$ cat src/rtl/signmag_pkg.sv
// Shared constants and result payload for the sign-magnitude to two's-complement converter.
//   DATA_W      : default sample width
//   ERRCNT_W    : width of the optional error counter
//   tc_result_t : converted sample with its flags {data, ovf, negzero}
package signmag_pkg;

    localparam int unsigned DATA_W   = 16;
    localparam int unsigned ERRCNT_W = 16;

    typedef struct packed {
        logic [DATA_W-1:0] data;
        logic              ovf;
        logic              negzero;
    } tc_result_t;

endpackage

$ cat src/rtl/sm2tc_core.sv
// Combinational sign-magnitude to two's-complement conversion with saturation.
// Ports:
//   sign    : input sign (1 = negative)
//   mag     : unsigned magnitude, N bits
//   data    : two's-complement result, saturated to the N-bit signed range
//   ovf     : magnitude did not fit and was clamped
//   negzero : input was sign=1, mag=0
module sm2tc_core
    import signmag_pkg::*;
#(
    parameter int unsigned N = DATA_W
) (
    input  logic         sign,
    input  logic [N-1:0] mag,
    output logic [N-1:0] data,
    output logic         ovf,
    output logic         negzero
);

    localparam logic [N-1:0] POS_MAX = {1'b0, {(N-1){1'b1}}};
    localparam logic [N-1:0] NEG_MIN = {1'b1, {(N-1){1'b0}}};

    // mag_top alone (low bits zero) is exactly 2^(N-1), which is still
    // representable when negative.
    logic mag_top;
    logic mag_low_nz;

    assign mag_top    = mag[N-1];
    assign mag_low_nz = |mag[N-2:0];

    // Classify the magnitude against the signed range of the output.
    always_comb begin
        data    = mag;
        ovf     = 1'b0;
        negzero = 1'b0;
        if (!sign) begin
            if (mag_top) begin
                data = POS_MAX;
                ovf  = 1'b1;
            end
        end else if (!mag_top && !mag_low_nz) begin
            data    = '0;
            negzero = 1'b1;
        end else if (mag_top && mag_low_nz) begin
            data = NEG_MIN;
            ovf  = 1'b1;
        end else begin
            data = ~mag + N'(1);
        end
    end

endmodule

$ cat src/rtl/signmag_to_tc16.sv
// Two-stage ready/valid pipeline converting sign-magnitude samples to
// saturated two's-complement.
// Ports:
//   clk, rst    : clock, asynchronous active-high reset
//   in_valid    : input sample present
//   in_ready    : input accepted this cycle (combinational)
//   in_sign     : input sign (1 = negative)
//   in_mag      : input magnitude, N bits
//   out_valid   : result present
//   out_ready   : downstream accepts result
//   out_data    : signed result, N bits
//   out_ovf     : result was saturated
//   out_negzero : input was negative zero
//   err_count   : saturating count of flagged output transfers
//                 (present only when SIGNMAG_ERRCNT_EN is defined)
module signmag_to_tc16
    import signmag_pkg::*;
#(
    parameter int unsigned N = DATA_W
) (
    input  logic         clk,
    input  logic         rst,
    input  logic         in_valid,
    output logic         in_ready,
    input  logic         in_sign,
    input  logic [N-1:0] in_mag,
    output logic         out_valid,
    input  logic         out_ready,
    output logic [N-1:0] out_data,
    output logic         out_ovf,
    output logic         out_negzero
`ifdef SIGNMAG_ERRCNT_EN
    ,
    output logic [ERRCNT_W-1:0] err_count
`endif
);

    logic         s1_valid;
    logic         s1_sign;
    logic [N-1:0] s1_mag;

    logic [N-1:0] conv_data;
    logic         conv_ovf;
    logic         conv_negzero;

    logic in_fire;
    logic out_fire;
    logic s2_load;

    assign out_fire = out_valid & out_ready;
    // S2 can take a new sample when empty or being drained this edge.
    assign s2_load  = s1_valid & (~out_valid | out_ready);
    // S1 frees up whenever it is empty or can move forward into S2.
    assign in_ready = ~s1_valid | ~out_valid | out_ready;
    assign in_fire  = in_valid & in_ready;

    // Stage 1: raw input capture.
    always_ff @(posedge clk or posedge rst) begin
        if (rst) begin
            s1_valid <= 1'b0;
            s1_sign  <= 1'b0;
            s1_mag   <= '0;
        end else if (in_fire) begin
            s1_valid <= 1'b1;
            s1_sign  <= in_sign;
            s1_mag   <= in_mag;
        end else if (s2_load) begin
            s1_valid <= 1'b0;
        end
    end

    sm2tc_core #(
        .N (N)
    ) u_core (
        .sign    (s1_sign),
        .mag     (s1_mag),
        .data    (conv_data),
        .ovf     (conv_ovf),
        .negzero (conv_negzero)
    );

    // Stage 2: converted result; held while stalled by out_ready.
    always_ff @(posedge clk or posedge rst) begin
        if (rst) begin
            out_valid   <= 1'b0;
            out_data    <= '0;
            out_ovf     <= 1'b0;
            out_negzero <= 1'b0;
        end else if (s2_load) begin
            out_valid   <= 1'b1;
            out_data    <= conv_data;
            out_ovf     <= conv_ovf;
            out_negzero <= conv_negzero;
        end else if (out_fire) begin
            out_valid <= 1'b0;
        end
    end

`ifdef SIGNMAG_ERRCNT_EN
    // Count flagged results as they leave; sticks at all-ones.
    always_ff @(posedge clk or posedge rst) begin
        if (rst) begin
            err_count <= '0;
        end else if (out_fire && (out_ovf || out_negzero) && (err_count != {ERRCNT_W{1'b1}})) begin
            err_count <= err_count + ERRCNT_W'(1);
        end
    end
`endif

endmodule

$ cat config.mk
export PLATFORM = sky130hd
export DESIGN_NAME = signmag_to_tc16
export DESIGN_NICKNAME = d
export VERILOG_FILES = /design/src/rtl/signmag_pkg.sv /design/src/rtl/sm2tc_core.sv /design/src/rtl/signmag_to_tc16.sv
export SDC_FILE = /design/constraint.sdc
export NUM_CORES = 1
export LEC_CHECK = 0
export BUFFER_PORTS_ARGS = -buffer_cell sky130_fd_sc_hd__buf_2
export CORE_MARGIN = 8
export CORE_UTILIZATION = 32
export DETAILED_ROUTE_END_ITERATION = 12
export SYNTH_ARGS = -nofsm -noshare
export SYNTH_HDL_FRONTEND = slang
export SYNTH_SLANG_ARGS = --single-unit
$ cat constraint.sdc
create_clock -name clk -period 2.85 [get_ports clk]
set_clock_uncertainty 0.15 [all_clocks]
set_input_delay 0.1425 -clock clk [delete_from_list [all_inputs] [get_ports clk]]
set_output_delay 0.1425 -clock clk [all_outputs]
set_load 0.05 [all_outputs]
Word-level counts from Yosys, hierarchy flattened. Cells that the tools add are included.

Bits in registers: 37. Input bits: 21. Output and inout bits: 20. Word-level logic and storage cells: 38.

Add/sub/neg operators: 1. Mux-type cells: 14. Bitwise gates (word level): 9. Reduce and logical (&&, ||, !) cells: 7.

Operator list (count): $mux 16 (3); $add 16x1->16 const B (1); $not 16->16 (1); $mux 15 (1); $reduce_or 15->1 (1); $mux 1 (10); $reduce_bool 2->1 (2); $and 1x1->1 (3); $or 1x1->1 (3); $logic_and 1x1->1 (2); $logic_not 1->1 (2); $not 1->1 (2).

Longest topological paths before layout.
Depth in word-level cells: 5. Mapped depth: 8. Gate-level depth less buffers: 7.

By module. Synthesis repeated with hierarchy kept, for this count alone.

Cells, all modules: 189. Area, all modules: 2187.1 um^2.

By module, submodules not included: signmag_to_tc16 (instances 1, cells each 81, area an instance 1502.7 um^2, seq. area each 925.9 um^2); sm2tc_core (instances 1, cells each 108, area an instance 684.4 um^2, seq. area each 0.0 um^2).

Least setup slack after synthesis. OpenSTA, ideal clock, no wires.

Path kind: reg2reg. From: register out_valid. To: register s1_mag[10]. Setup time: 0.125 ns. Arrival time: 2.179 ns. Data required time: 2.575 ns. Path slack: 0.397 ns. Stages on the path, launching flop included: 5. Buffers on the path: 1. Clock period less this slack: 2.453 ns. Cell sequence: dfrtp_1 -> nand3b_1 -> nand2_1 -> buf_2 -> mux2_2.

Longest elaborated chain between the ends: 4.

Ends and longest elaborated chain: from (decl) (RTL line signmag_to_tc16.sv:27) `output logic out_valid,`; from (signal assigned) (RTL line signmag_to_tc16.sv:85) `out_valid <= 1'b0;`; from (signal assigned) (RTL line signmag_to_tc16.sv:90) `out_valid <= 1'b1;`; from (signal assigned) (RTL line signmag_to_tc16.sv:95) `out_valid <= 1'b0;`; $not 1->1 (RTL line signmag_to_tc16.sv:54) `assign in_ready = ~s1_valid | ~out_valid | out_ready;`; $or 1x1->1 (2 in a row) (RTL line signmag_to_tc16.sv:54); net in_ready (RTL line signmag_to_tc16.sv:24) `output logic in_ready,`; $and 1x1->1 (RTL line signmag_to_tc16.sv:55) `assign in_fire = in_valid & in_ready;`; to (signal assigned) (RTL line signmag_to_tc16.sv:66) `s1_mag <= in_mag;`; to (decl) (RTL line signmag_to_tc16.sv:40) `logic [N-1:0] s1_mag;`.

The timed path passes the listed nets, and every way through them passes these cells. A chain may end at the register's enable or synchronous reset.

Worst setup path in the final report.
From: register s1_mag[0]. To: register out_data[7].

Longest elaborated chain between the ends: 5. Elaborated cells between the ends (all ways): 9. Those cells by class: 1 x add/sub; 3 x mux; 1 x bitwise; 4 x reduce/logical.

Ends and longest elaborated chain: $not 16->16 / $reduce_or 15->1 (equally long branches) (RTL line sm2tc_core.sv:48, sm2tc_core.sv:29); $add 16x1->16 (tied with other cells) (RTL line sm2tc_core.sv:48) `data = ~mag + N'(1);`; $mux 16 / $logic_and 1x1->1 (equally long branches) (RTL line sm2tc_core.sv:44, sm2tc_core.sv:41); $mux 16 * (RTL line sm2tc_core.sv:41) `end else if (!mag_top && !mag_low_nz) begin`; $mux 16 * (RTL line sm2tc_core.sv:36) `if (!sign) begin`; to (signal assigned) (RTL line signmag_to_tc16.sv:91) `out_data <= conv_data;`; to (decl) (RTL line signmag_to_tc16.sv:29) `output logic [N-1:0] out_data,`.

Mark *: on every way between the ends. The rest lies on a longest branch, timed or not.

==> flow_metrics.py <==
metrics = {
    "floorplan": {
        "row_count": 28,
        "initial_core_util_pct": 33.0,
        "die_area_mm2": 0.00881,
        "die_h_um": 93.9,
        "die_w_um": 93.9,
        "core_region_area_mm2": 0.00589,
        "top_level_ports": 41,
    },
    "cells_and_area": {
        "fill_cells": 613,
        "drive_gt1_share_pct": 29.8,
        "finalNetCount": 279,
        "stdcell_count": 333,
        "area_growth_pct": 29.0,
        "final_util_pct": 42.5,
        "antenna_cells": 0,
    },
    "grt": {
        "grt_pass1_vias": 1640,
        "grt_max_degree": 38,
        "antenna_found_initial": 0,
        "grt_overflow": 0,
        "track_usage_pct": 11.5,
        "grt_pass1_wl_um": 8080,
    },
    "yosys": {
        "synth.distinct_cells": 45,
        "syn_inst": 197,
        "ys_warn_count": 0,
        "ys_seq_area_share_pct": 47.7,
        "synthAdderAreaFrac_pct": 0.645,
        "synth_xor_area_share_pct": 2.26,
        "syn_nets": 219,
        "synth_async_sr_flop_share_pct": 100,
        "synth_top_family_by_area": "simple AND/OR/NAND/NOR gates",
        "avgSynthCellArea_um2": 9.85,
        "synth_simple_gate_area_share_pct": 21.0,
        "synth_top_flop_cell": "dfrtp_1",
        "muxShareOfSynthArea_pct": 10.4,
        "ys_ff_latch": 37,
        "syn_area_mm2": 0.00194,
        "synth_compound_area_share_pct": 14.8,
        "synth_edf_count": 0,
    },
    "detailed_routing": {
        "drc": 0,
        "wl_um": 4690,
        "ant_nets": 0,
        "dr.pass1.iters": 4,
        "num_vias": 1632,
        "wl_per_cell_um": 14.1,
        "viasPerCell": 4.90,
        "drt_iter0_drc": 94,
    },
    "power_and_ir_drop": {
        "vdd_drop_max_uv": 280,
        "combPwrFrac_pct": 36.1,
        "clockPowerShare_pct": 21.2,
        "pwr-share-seq_pct": 42.8,
        "internal_power_mw": 1.00,
        "p_leak_nw": 1.08,
        "p_per_area_mw_per_mm2": 692,
        "p_sw_mw": 0.732,
        "power_mw": 1.73,
        "swShare_pct": 42.2,
    },
    "timing": {
        "finalCriticalPeriod_ps": 2370,
        "rsz0062_at_grt": "no",
        "whs_ps": 6.50,
        "setup_viol_count_final": 0,
        "slew_headroom_pct": 51.6,
        "final_hold_viol_count": 0,
        "setup_tns_ps": 0,
        "worst_pin_slew_ps": 724,
        "fmax_mhz": 422,
        "timing.final.crit_share_pct": 83.1,
        "final_max_slew_viol_count": 0,
    },
    "worst_setup_path": {
        "crit_fanout": 9,
        "r2r_cells": 8,
        "crit_type": "reg2reg",
        "r2r_setup_slack_ps": 480,
        "worstSetupEndpointType": "flip-flop",
        "arrival_ps": 2420,
        "cp.required_ps": 2900,
        "startpoint": "s1_mag[0]",
        "start_kind": "flip-flop",
        "reg2reg_to": "out_data[7]",
        "r2r-start": "s1_mag[0]",
        "critPathCapture": "out_data[7]",
    },
    "placed_design": {
        "gp_congestion": 0.891,
        "dp.cells": 306,
        "portBuffers": 40,
        "dp.final_hpwl_um": 3460,
    },
    "clock_tree": {
        "cts-buffers-inserted": 5,
        "clkTransAtPathRegs_ps": 80,
        "clock_path_buffers": 2,
        "cts_tree": "done",
        "h-tree-depth": 2,
        "cts_resized": 0,
        "clock_latency_ps": 290,
        "cts.sinks": 37,
        "clock-root-buffer": "clkbuf_8",
    },
    "run_status": {
        "status": "completed",
    },
    "job": {
        "drv_cap": 0,
    },
    "min_path": {
        "hp-class": "in2reg",
    },
}
-- how the worst min path moves through the flow --
| stage | startpoint | end | slack (ps) | cells past startpoint |
|---|---|---|---|---|
| final | out_ready | out_valid | 7 | 3 |
| after floorplan | in_valid | s1_valid | 100 | 1 |
| after global routing | out_ready | out_valid | 0.5 | 3 |
| after CTS | out_ready | out_valid | 3 | 3 |
| after global placement | rst | out_data[2] | 130 | 3 |
| after detailed placement | rst | out_data[2] | 130 | 3 |
-- metrics by stage --
stage	instance area, um2	worst slack, ps
2_1_floorplan	1940	397
3_3_place_gp	2220	612
3_5_place_dp	2220	488
4_1_cts	2500	478
5_1_grt	2500	251
6_report	2500	482
-- power groups by stage --
stage	clock network [mW]	logic (mW)	registers (mW)
3_3_place_gp	0	0.606	0.747
5_1_grt	0.405	0.683	0.759
6_report	0.367	0.625	0.741
2_1_floorplan	0	0.249	0.949
3_5_place_dp	0	0.613	0.751
4_1_cts	0.377	0.634	0.741
-- Yosys cell counts, types with 2 or more instances --
library cell	n	area, um2
mux2_2	18	203
a21oi_1	7	35.0
a31oi_1	4	25.0
o31ai_1	6	45.0
nor3_1	6	30.0
nand2b_1	4	25.0
nand4_1	3	18.8
inv_1	5	18.8
nor2_1	14	52.6
xor2_1	3	26.3
o2bb2ai_1	2	17.5
o21ai_0	13	65.1
dfrtp_1	37	926
nand3_1	4	20.0
nor2b_1	6	37.5
nand2_1	27	101
clkbuf_1	7	26.3
xnor2_1	2	17.5
and2_1	2	12.5
nor4_2	2	25.0
-- cells by family after synthesis --
| logic type | count (synthesis) |
|---|---|
| fa+ha+maj | 1 |
| compound gates | 44 |
| xor+xnor | 5 |
| simple gates | 77 |
| buf+inv | 15 |
| mux | 18 |
| flops | 37 |
-- area by class of cell --
cell class                      instances  area, um2  share of cell area, %
Tap cell                               75       93.8                   3.75
Inverter                                5       18.8                  0.750
Multi-Input combinational cell        145        953                   38.1
Sequential cell                        37        926                   37.0
Clock buffer                            5       68.8                   2.75
Timing Repair Buffer                   63        420                   16.8
Clock inverter                          3       22.5                  0.900
-- state kept, by name, summed over array words and instances, names as in the netlist --
signal,flops
out_data,16
out_ovf,1
s1_sign,1
s1_mag,16
s1_valid,1
out_negzero,1
out_valid,1
-- worst max-delay path, cell delays in order (launching register included) --
cell and delay [ps]:
dfrtp_1 420, inv_1 110, ha_1 200, nor3b_1 450, nand4_1 210, xor2_1 250, nor2b_1 70, buf_4 170
o31ai_1 240
-- layout by cell type (no fill, tap or decap), types with 3 or more instances in the layout --
cell type | Yosys | final
nand2b_1 | 4 | 4
clkinvlp_4 | 0 | 3
nand4_1 | 3 | 3
nor3_1 | 6 | 6
dlygate4sd3_1 | 0 | 19
mux2_2 | 18 | 18
xor2_1 | 3 | 3
o31ai_1 | 6 | 6
nor2b_1 | 6 | 6
buf_2 | 1 | 40
a21oi_1 | 7 | 7
inv_1 | 5 | 5
nand2_1 | 27 | 27
buf_4 | 1 | 4
dfrtp_1 | 37 | 37
o21ai_0 | 13 | 13
nor2_1 | 14 | 14
a31oi_1 | 4 | 4
nand3_1 | 4 | 4
clkbuf_8 | 0 | 5
-- what timing repair did --
item,CTS,global route
hold buffers,19,0
setup buffers,0,0
endpoints found under the hold margin,55,0
-- per-layer routing --
layer | vias up | track usage [%] | part of all wire, % | wire length, um
met3 | 6 | 3.68 | 5.1 | 241
met2 | 32 | 16.6 | 44 | 2060
met5 | - | 0 | 0 | 0
li1 | 831 | - | - | -
met4 | 0 | 4.36 | 1.4 | 68
met1 | 763 | 15.5 | 49 | 2320
Note: power is estimated with default switching activity, not from simulation.
